[src/rtl/pipelined_control_unit_if.sv]
// Control-unit bus: ID-side inputs from the hazard unit and the per-stage control bundle.
// The core/hazard side is the master, the control unit is the slave.
interface pipelined_control_unit_if;
  logic [6:0] part_of_inst;
  logic       id_valid;
  logic       id_rd_is_x0;
  logic       stall;
  logic       flush;
  logic       halt_req;

  logic       ex_valid;
  logic       ex_alu_src;
  logic       ex_is_jal;
  logic       ex_is_jalr;
  logic       ex_branch;
  logic       mem_valid;
  logic       mem_read;
  logic       mem_write;
  logic       wb_valid;
  logic       wb_write_enable;
  logic       wb_mem_to_reg;
  logic       wb_pc_to_reg;
  logic       id_is_ecall;
  logic       fetch_stop;
  logic       is_halted;

  modport master (
    output part_of_inst, id_valid, id_rd_is_x0, stall, flush, halt_req,
    input  ex_valid, ex_alu_src, ex_is_jal, ex_is_jalr, ex_branch,
    input  mem_valid, mem_read, mem_write,
    input  wb_valid, wb_write_enable, wb_mem_to_reg, wb_pc_to_reg,
    input  id_is_ecall, fetch_stop, is_halted
  );

  modport slave (
    input  part_of_inst, id_valid, id_rd_is_x0, stall, flush, halt_req,
    output ex_valid, ex_alu_src, ex_is_jal, ex_is_jalr, ex_branch,
    output mem_valid, mem_read, mem_write,
    output wb_valid, wb_write_enable, wb_mem_to_reg, wb_pc_to_reg,
    output id_is_ecall, fetch_stop, is_halted
  );
endinterface

[src/rtl/pipelined_control_unit.sv]
// Decodes the ID opcode and carries the control bundle through ID/EX, EX/MEM and MEM/WB,
// with stall/flush bubble insertion and an ecall halt sequencer that drains the pipe.
module pipelined_control_unit #(
  parameter int unsigned HALT_DRAIN  = 3,
  parameter bit          SUPPRESS_X0 = 1'b1
) (
  input logic                     clk,
  input logic                     reset,
  pipelined_control_unit_if.slave bus
);

  localparam logic [6:0] OP_ARITHMETIC     = 7'b0110011;
  localparam logic [6:0] OP_ARITHMETIC_IMM = 7'b0010011;
  localparam logic [6:0] OP_LOAD           = 7'b0000011;
  localparam logic [6:0] OP_STORE          = 7'b0100011;
  localparam logic [6:0] OP_BRANCH         = 7'b1100011;
  localparam logic [6:0] OP_JAL            = 7'b1101111;
  localparam logic [6:0] OP_JALR           = 7'b1100111;
  localparam logic [6:0] OP_ECALL          = 7'b1110011;

  typedef enum logic [1:0] {RUN, DRAIN, HALTED} state_t;

  typedef struct packed {
    logic valid;
    logic alu_src;
    logic is_jal;
    logic is_jalr;
    logic branch;
    logic mem_read;
    logic mem_write;
    logic write_enable;
    logic mem_to_reg;
    logic pc_to_reg;
  } ex_ctrl_t;

  typedef struct packed {
    logic valid;
    logic mem_read;
    logic mem_write;
    logic write_enable;
    logic mem_to_reg;
    logic pc_to_reg;
  } mem_ctrl_t;

  typedef struct packed {
    logic valid;
    logic write_enable;
    logic mem_to_reg;
    logic pc_to_reg;
  } wb_ctrl_t;

  ex_ctrl_t  dec;
  ex_ctrl_t  id_ex_d, id_ex_q;
  mem_ctrl_t ex_mem_d, ex_mem_q;
  wb_ctrl_t  mem_wb_d, mem_wb_q;
  state_t    state_d, state_q;
  logic [3:0] cnt_d, cnt_q;
  logic      fetch_stop_d, fetch_stop_q;
  logic      is_halted_d, is_halted_q;
  logic      is_ecall_op;
  logic      accept;

  // NOTE: every always_comb output gets a default first, so no path can infer a latch.
  always_comb begin
    dec = '0;
    case (bus.part_of_inst)
      OP_ARITHMETIC:     dec.write_enable = 1'b1;
      OP_ARITHMETIC_IMM: begin dec.alu_src = 1'b1; dec.write_enable = 1'b1; end
      OP_LOAD: begin
        dec.alu_src      = 1'b1;
        dec.mem_read     = 1'b1;
        dec.mem_to_reg   = 1'b1;
        dec.write_enable = 1'b1;
      end
      OP_STORE:  begin dec.alu_src = 1'b1; dec.mem_write = 1'b1; end
      OP_BRANCH: dec.branch = 1'b1;
      OP_JAL: begin
        dec.alu_src = 1'b1; dec.is_jal = 1'b1; dec.pc_to_reg = 1'b1; dec.write_enable = 1'b1;
      end
      OP_JALR: begin
        dec.alu_src = 1'b1; dec.is_jalr = 1'b1; dec.pc_to_reg = 1'b1; dec.write_enable = 1'b1;
      end
      default: dec = '0;
    endcase
    if (SUPPRESS_X0 && bus.id_rd_is_x0) dec.write_enable = 1'b0;
    dec.valid = 1'b1;
  end

  assign is_ecall_op = (bus.part_of_inst == OP_ECALL);
  assign accept      = (state_q == RUN) && bus.id_valid && is_ecall_op &&
                       bus.halt_req && !bus.stall && !bus.flush;

  always_comb begin
    // Anything not a live, unstalled, non-ecall instruction in RUN enters EX as a bubble.
    if (!bus.id_valid || bus.stall || bus.flush || is_ecall_op || state_q != RUN) id_ex_d = '0;
    else id_ex_d = dec;
    ex_mem_d = '{valid: id_ex_q.valid, mem_read: id_ex_q.mem_read, mem_write: id_ex_q.mem_write,
                 write_enable: id_ex_q.write_enable, mem_to_reg: id_ex_q.mem_to_reg,
                 pc_to_reg: id_ex_q.pc_to_reg};
    mem_wb_d = '{valid: ex_mem_q.valid, write_enable: ex_mem_q.write_enable,
                 mem_to_reg: ex_mem_q.mem_to_reg, pc_to_reg: ex_mem_q.pc_to_reg};
  end

  always_comb begin
    state_d      = state_q;
    cnt_d        = cnt_q;
    fetch_stop_d = fetch_stop_q;
    is_halted_d  = is_halted_q;
    case (state_q)
      RUN: if (accept) begin
        state_d      = DRAIN;
        cnt_d        = 4'(HALT_DRAIN);
        fetch_stop_d = 1'b1;
      end
      DRAIN: if (cnt_q <= 4'd1) begin
        state_d     = HALTED;
        cnt_d       = 4'd0;
        is_halted_d = 1'b1;
      end else begin
        cnt_d = cnt_q - 4'd1;
      end
      HALTED:  state_d = HALTED;
      default: state_d = RUN;
    endcase
  end

  // NOTE: sequential state uses non-blocking assignments so all flops update from pre-edge values.
  always_ff @(posedge clk or posedge reset) begin
    if (reset) begin
      id_ex_q      <= '0;
      ex_mem_q     <= '0;
      mem_wb_q     <= '0;
      state_q      <= RUN;
      cnt_q        <= 4'd0;
      fetch_stop_q <= 1'b0;
      is_halted_q  <= 1'b0;
    end else begin
      id_ex_q      <= id_ex_d;
      ex_mem_q     <= ex_mem_d;
      mem_wb_q     <= mem_wb_d;
      state_q      <= state_d;
      cnt_q        <= cnt_d;
      fetch_stop_q <= fetch_stop_d;
      is_halted_q  <= is_halted_d;
    end
  end

  assign bus.ex_valid        = id_ex_q.valid;
  assign bus.ex_alu_src      = id_ex_q.alu_src;
  assign bus.ex_is_jal       = id_ex_q.is_jal;
  assign bus.ex_is_jalr      = id_ex_q.is_jalr;
  assign bus.ex_branch       = id_ex_q.branch;
  assign bus.mem_valid       = ex_mem_q.valid;
  assign bus.mem_read        = ex_mem_q.mem_read;
  assign bus.mem_write       = ex_mem_q.mem_write;
  assign bus.wb_valid        = mem_wb_q.valid;
  assign bus.wb_write_enable = mem_wb_q.write_enable;
  assign bus.wb_mem_to_reg   = mem_wb_q.mem_to_reg;
  assign bus.wb_pc_to_reg    = mem_wb_q.pc_to_reg;
  assign bus.id_is_ecall     = bus.id_valid && is_ecall_op;
  assign bus.fetch_stop      = fetch_stop_q;
  assign bus.is_halted       = is_halted_q;

endmodule

[src/flat_wrapper.sv]
// flat-port wrapper written by rule: the top's interface ports become plain ports
module pipelined_control_unit_flat 
#(
  parameter int unsigned HALT_DRAIN  = 3,
  parameter bit          SUPPRESS_X0 = 1'b1
)
  (clk, reset, bus_part_of_inst, bus_id_valid, bus_id_rd_is_x0, bus_stall, bus_flush, bus_halt_req, bus_ex_valid, bus_ex_alu_src, bus_ex_is_jal, bus_ex_is_jalr, bus_ex_branch, bus_mem_valid, bus_mem_read, bus_mem_write, bus_wb_valid, bus_wb_write_enable, bus_wb_mem_to_reg, bus_wb_pc_to_reg, bus_id_is_ecall, bus_fetch_stop, bus_is_halted);
  pipelined_control_unit_if bus_i ();
  input logic clk;
  input logic reset;
  input wire logic [$bits(bus_i.part_of_inst)-1:0] bus_part_of_inst;
  input wire logic [$bits(bus_i.id_valid)-1:0] bus_id_valid;
  input wire logic [$bits(bus_i.id_rd_is_x0)-1:0] bus_id_rd_is_x0;
  input wire logic [$bits(bus_i.stall)-1:0] bus_stall;
  input wire logic [$bits(bus_i.flush)-1:0] bus_flush;
  input wire logic [$bits(bus_i.halt_req)-1:0] bus_halt_req;
  output wire logic [$bits(bus_i.ex_valid)-1:0] bus_ex_valid;
  output wire logic [$bits(bus_i.ex_alu_src)-1:0] bus_ex_alu_src;
  output wire logic [$bits(bus_i.ex_is_jal)-1:0] bus_ex_is_jal;
  output wire logic [$bits(bus_i.ex_is_jalr)-1:0] bus_ex_is_jalr;
  output wire logic [$bits(bus_i.ex_branch)-1:0] bus_ex_branch;
  output wire logic [$bits(bus_i.mem_valid)-1:0] bus_mem_valid;
  output wire logic [$bits(bus_i.mem_read)-1:0] bus_mem_read;
  output wire logic [$bits(bus_i.mem_write)-1:0] bus_mem_write;
  output wire logic [$bits(bus_i.wb_valid)-1:0] bus_wb_valid;
  output wire logic [$bits(bus_i.wb_write_enable)-1:0] bus_wb_write_enable;
  output wire logic [$bits(bus_i.wb_mem_to_reg)-1:0] bus_wb_mem_to_reg;
  output wire logic [$bits(bus_i.wb_pc_to_reg)-1:0] bus_wb_pc_to_reg;
  output wire logic [$bits(bus_i.id_is_ecall)-1:0] bus_id_is_ecall;
  output wire logic [$bits(bus_i.fetch_stop)-1:0] bus_fetch_stop;
  output wire logic [$bits(bus_i.is_halted)-1:0] bus_is_halted;
  assign bus_i.part_of_inst = bus_part_of_inst;
  assign bus_i.id_valid = bus_id_valid;
  assign bus_i.id_rd_is_x0 = bus_id_rd_is_x0;
  assign bus_i.stall = bus_stall;
  assign bus_i.flush = bus_flush;
  assign bus_i.halt_req = bus_halt_req;
  assign bus_ex_valid = bus_i.ex_valid;
  assign bus_ex_alu_src = bus_i.ex_alu_src;
  assign bus_ex_is_jal = bus_i.ex_is_jal;
  assign bus_ex_is_jalr = bus_i.ex_is_jalr;
  assign bus_ex_branch = bus_i.ex_branch;
  assign bus_mem_valid = bus_i.mem_valid;
  assign bus_mem_read = bus_i.mem_read;
  assign bus_mem_write = bus_i.mem_write;
  assign bus_wb_valid = bus_i.wb_valid;
  assign bus_wb_write_enable = bus_i.wb_write_enable;
  assign bus_wb_mem_to_reg = bus_i.wb_mem_to_reg;
  assign bus_wb_pc_to_reg = bus_i.wb_pc_to_reg;
  assign bus_id_is_ecall = bus_i.id_is_ecall;
  assign bus_fetch_stop = bus_i.fetch_stop;
  assign bus_is_halted = bus_i.is_halted;
  pipelined_control_unit #(.HALT_DRAIN(HALT_DRAIN), .SUPPRESS_X0(SUPPRESS_X0)) u_core (.clk(clk), .reset(reset), .bus(bus_i));
endmodule
[config.mk]
export PLATFORM = sky130hd
export DESIGN_NAME = pipelined_control_unit_flat
export DESIGN_NICKNAME = d
export VERILOG_FILES = /design/src/rtl/pipelined_control_unit_if.sv /design/src/rtl/pipelined_control_unit.sv /design/src/flat_wrapper.sv
export SDC_FILE = /design/constraint.sdc
export NUM_CORES = 1
export LEC_CHECK = 0
export CORE_UTILIZATION = 46
export DETAILED_ROUTE_END_ITERATION = 10
export PLACE_DENSITY_LB_ADDON = 0.05
export SYNTH_ARGS = -nofsm -noshare
export SYNTH_HDL_FRONTEND = slang
export SYNTH_SLANG_ARGS = --single-unit
[constraint.sdc]
create_clock -name clk -period 2.5 [get_ports clk]
set_input_delay 0.5 -clock clk [delete_from_list [all_inputs] [get_ports clk]]
set_output_delay 0.5 -clock clk [all_outputs]
set_load 0.05 [all_outputs]
==> run_results.csv <==
group,metric,value,unit
outcome,outcome,"complete, no violations",
power,p_comb_frac,0.355,
route,wl_per_cell,11.9,um
floorplanning,ios,29,
cts,post_cts_buffers,0,
setup_path,critPathKind,"input pin to output port",
power,switching_share,0.322,
logic_synthesis,synth_area_leader_cell,"dfrtp_1",
global_routing,grt_max_degree,27,
power,p_total,1270,uW
placement,place_hpwl,1.42,mm
placement,post-place-ws,0.0523,ns
job,max_cap_viol_count,0,
cts,clk_path_buf_depth,2,
floorplanning,start_util,0.486,
logic_synthesis,async_flop_share,1.00,
logic_synthesis,synth-edff-count,0,
finish,drive_gt1_frac,0.105,
cts,htree_levels,1,
cts,cts_tree,"built",
placement,dp_cells,148,
sta,setup_slack,0.112,ns
route,drcViolationCount,0,
floorplanning,die_w,50.3,um
cts,cts_hold_buf,0,
global_routing,grt_pass1_vias,747,
cts,root_buffer,"clkbuf_4",
logic_synthesis,synth_cells,89,
power,power_frac_clock,0.224,
setup_path,crit_path_start_kind,"input pin",
power,ir_drop,683,uV
finish,final_cell_mix,"27 x clkdlybuf4s50_1, 26 x dfrtp_1, 10 x nor2_1",
route,drtPass1Iterations,4,
setup_path,critPathMaxStageDelay,0.49,ns
placement,place_congestion,0.746,
setup_path,worst_ep_required_time,2.00,ns
setup_path,cp_max_fo,4,
sta,grt_setup_unrepaired,"false",
global_routing,grt_usage,0.161,
logic_synthesis,synthFlopType,"dfrtp_1",
finish,finalNonFillerCells,152,
floorplanning,dieArea,0.00253,sq mm
logic_synthesis,synth.cell_area,0.00107,sq mm
logic_synthesis,syn_avg_cell_area,12.1,sq um
placement,io_buffers,28,
finish,layout.nets,144,
sta,holdWs,0.356,ns
cts,clk_pin_slew,0.14,ns
route,drtIter0Drc,9,
power,p_leak,0.000713,uW
logic_synthesis,synth_warnings,0,
power,power_switching,408,uW
power,p_int,858,uW
power,p_per_area,858,mW/mm^2
logic_synthesis,ys_types,29,
floorplanning,rows,17,
route,wl,1.81,mm
finish,layout_commonest_cell,"clkdlybuf4s50_1",
sta,report.final.slew_viol_count,0,
worst_hold_path,hold_class,"register to register",
route,drt.antenna.violating_nets,0,
logic_synthesis,synth_seq_area_share,0.605,
sta,finalHoldViolCount,0,
sta,finalCritPeriodShare,0.955,
logic_synthesis,synth_top_area_frac,0.605,
floorplanning,die_h,50.3,um
floorplanning,core,0.00221,sq mm
sta,skew,0.0113,ns
sta,worst_slew_pin_slew,0.539,ns
logic_synthesis,yosys-top-cells-area,"dfrtp_1 61%, ha_1 5.8%, nor2_1 3.5%, inv_1 3.1%, o41ai_4 2.6%",
power,power_frac_seq,0.421,
cts,cts_sinks,26,
sta,relSlewSlack,0.638,
route,num_vias,761,
sta,setup_violations,0,
logic_synthesis,synthesis.nets,108,
cts,clk_latency,0.32,ns
setup_path,path_cells,"clkdlybuf4s50_1 -> or3b_4 -> nor2_1 -> and2_1 -> buf_12",
finish,syn_to_final_growth,37.3,%
cts,cts_made_buffers,3,
route,via_per_inst,5.01,
global_routing,grt_pass1_wl,3.04,mm
setup_path,cp_slowest_cell,"clkdlybuf4s50_1",
global_routing,grt_antenna_before_repair,0,
logic_synthesis,synth.ff_latch_count,26,
sta,finalSetupTns,0,ns
setup_path,cp-end-kind,"output port",
finish,antenna_cells,0,
sta,fmax,419,MHz
setup_path,cp_data_arrival_time,1.89,ns
cts,postCtsResizedCells,0,
global_routing,overflow,0,
sta,final.min_clock_period,2.39,ns
stage by stage:
stage,cell area [sq um],util
global placement,1420,0.643
floorplan,1070,-
global route,1480,0.667
detailed placement,1420,0.643
finish,1480,0.667
CTS,1480,0.667
cell type report:
| type | instances | area [sq um] |
|---|---|---|
| tap | 28 | 35.0 |
| inverter | 9 | 33.8 |
| multi-input combinational | 54 | 390 |
| fill | 194 | 737 |
| clock buffer | 3 | 22.5 |
| timing repair buffer | 31 | 313 |
| clock inverter | 1 | 30.0 |
| sequential | 26 | 651 |
path summary, 6_finish.rpt:
kind	start	end	slack (ns)	cells after the start
min in group asynchronous	reset	u_core.bus.wb_mem_to_reg	0.51	3
worst max-delay path	bus_part_of_inst[6]	bus_id_is_ecall	0.11	5
max in group asynchronous	reset	u_core.state_q[1]	1.75	3
worst min register to register	u_core.ex_mem_d[4]	u_core.bus.mem_read	0.36	0
worst max register to register	u_core.state_q[0]	u_core.cnt_q[3]	0.59	6
worst min-delay path	u_core.ex_mem_d[4]	u_core.bus.mem_read	0.36	0
cells in the mapped netlist (2+ instances only):
library cell	count
inv_1	9
and2_1	2
a21o_1	2
nand2_1	5
dfrtp_1	26
nand4_1	2
a31oi_1	2
ha_1	5
nor3_1	5
nor2_1	10
nand2b_1	3
critical path, delay by kind of cell:
family	cells	cell delay, ns
AND/OR/NAND/NOR	3	0.76
buffers and inverters	2	0.64
cells by family after synthesis:
logic type               share of synthesized area
AND/OR/NAND/NOR                              0.191
adder cells (fa/ha/maj)                     0.0582
buffers and inverters                       0.0314
multiplexers                                0.0210
flip-flops                                   0.605
AO/OA/AOI/OAI                               0.0931
power groups by stage:
stage / Combinational (uW) / Sequential (uW) / Clock [uW]
after detailed placement: 454 / 541 / 0
after global placement: 432 / 536 / 0
final: 449 / 533 / 283
after global routing: 499 / 542 / 307
after floorplan: 285 / 572 / 0
after CTS: 455 / 532 / 290
metal layers:
layer	vias up	track usage	wire length [um]
met5	-	0	0
met4	0	0.0833	35
met3	4	0.0212	97
met2	27	0.260	820
met1	354	0.212	858
li1	376	-	-
No activity file was read; power rests on OpenSTA's default activity.
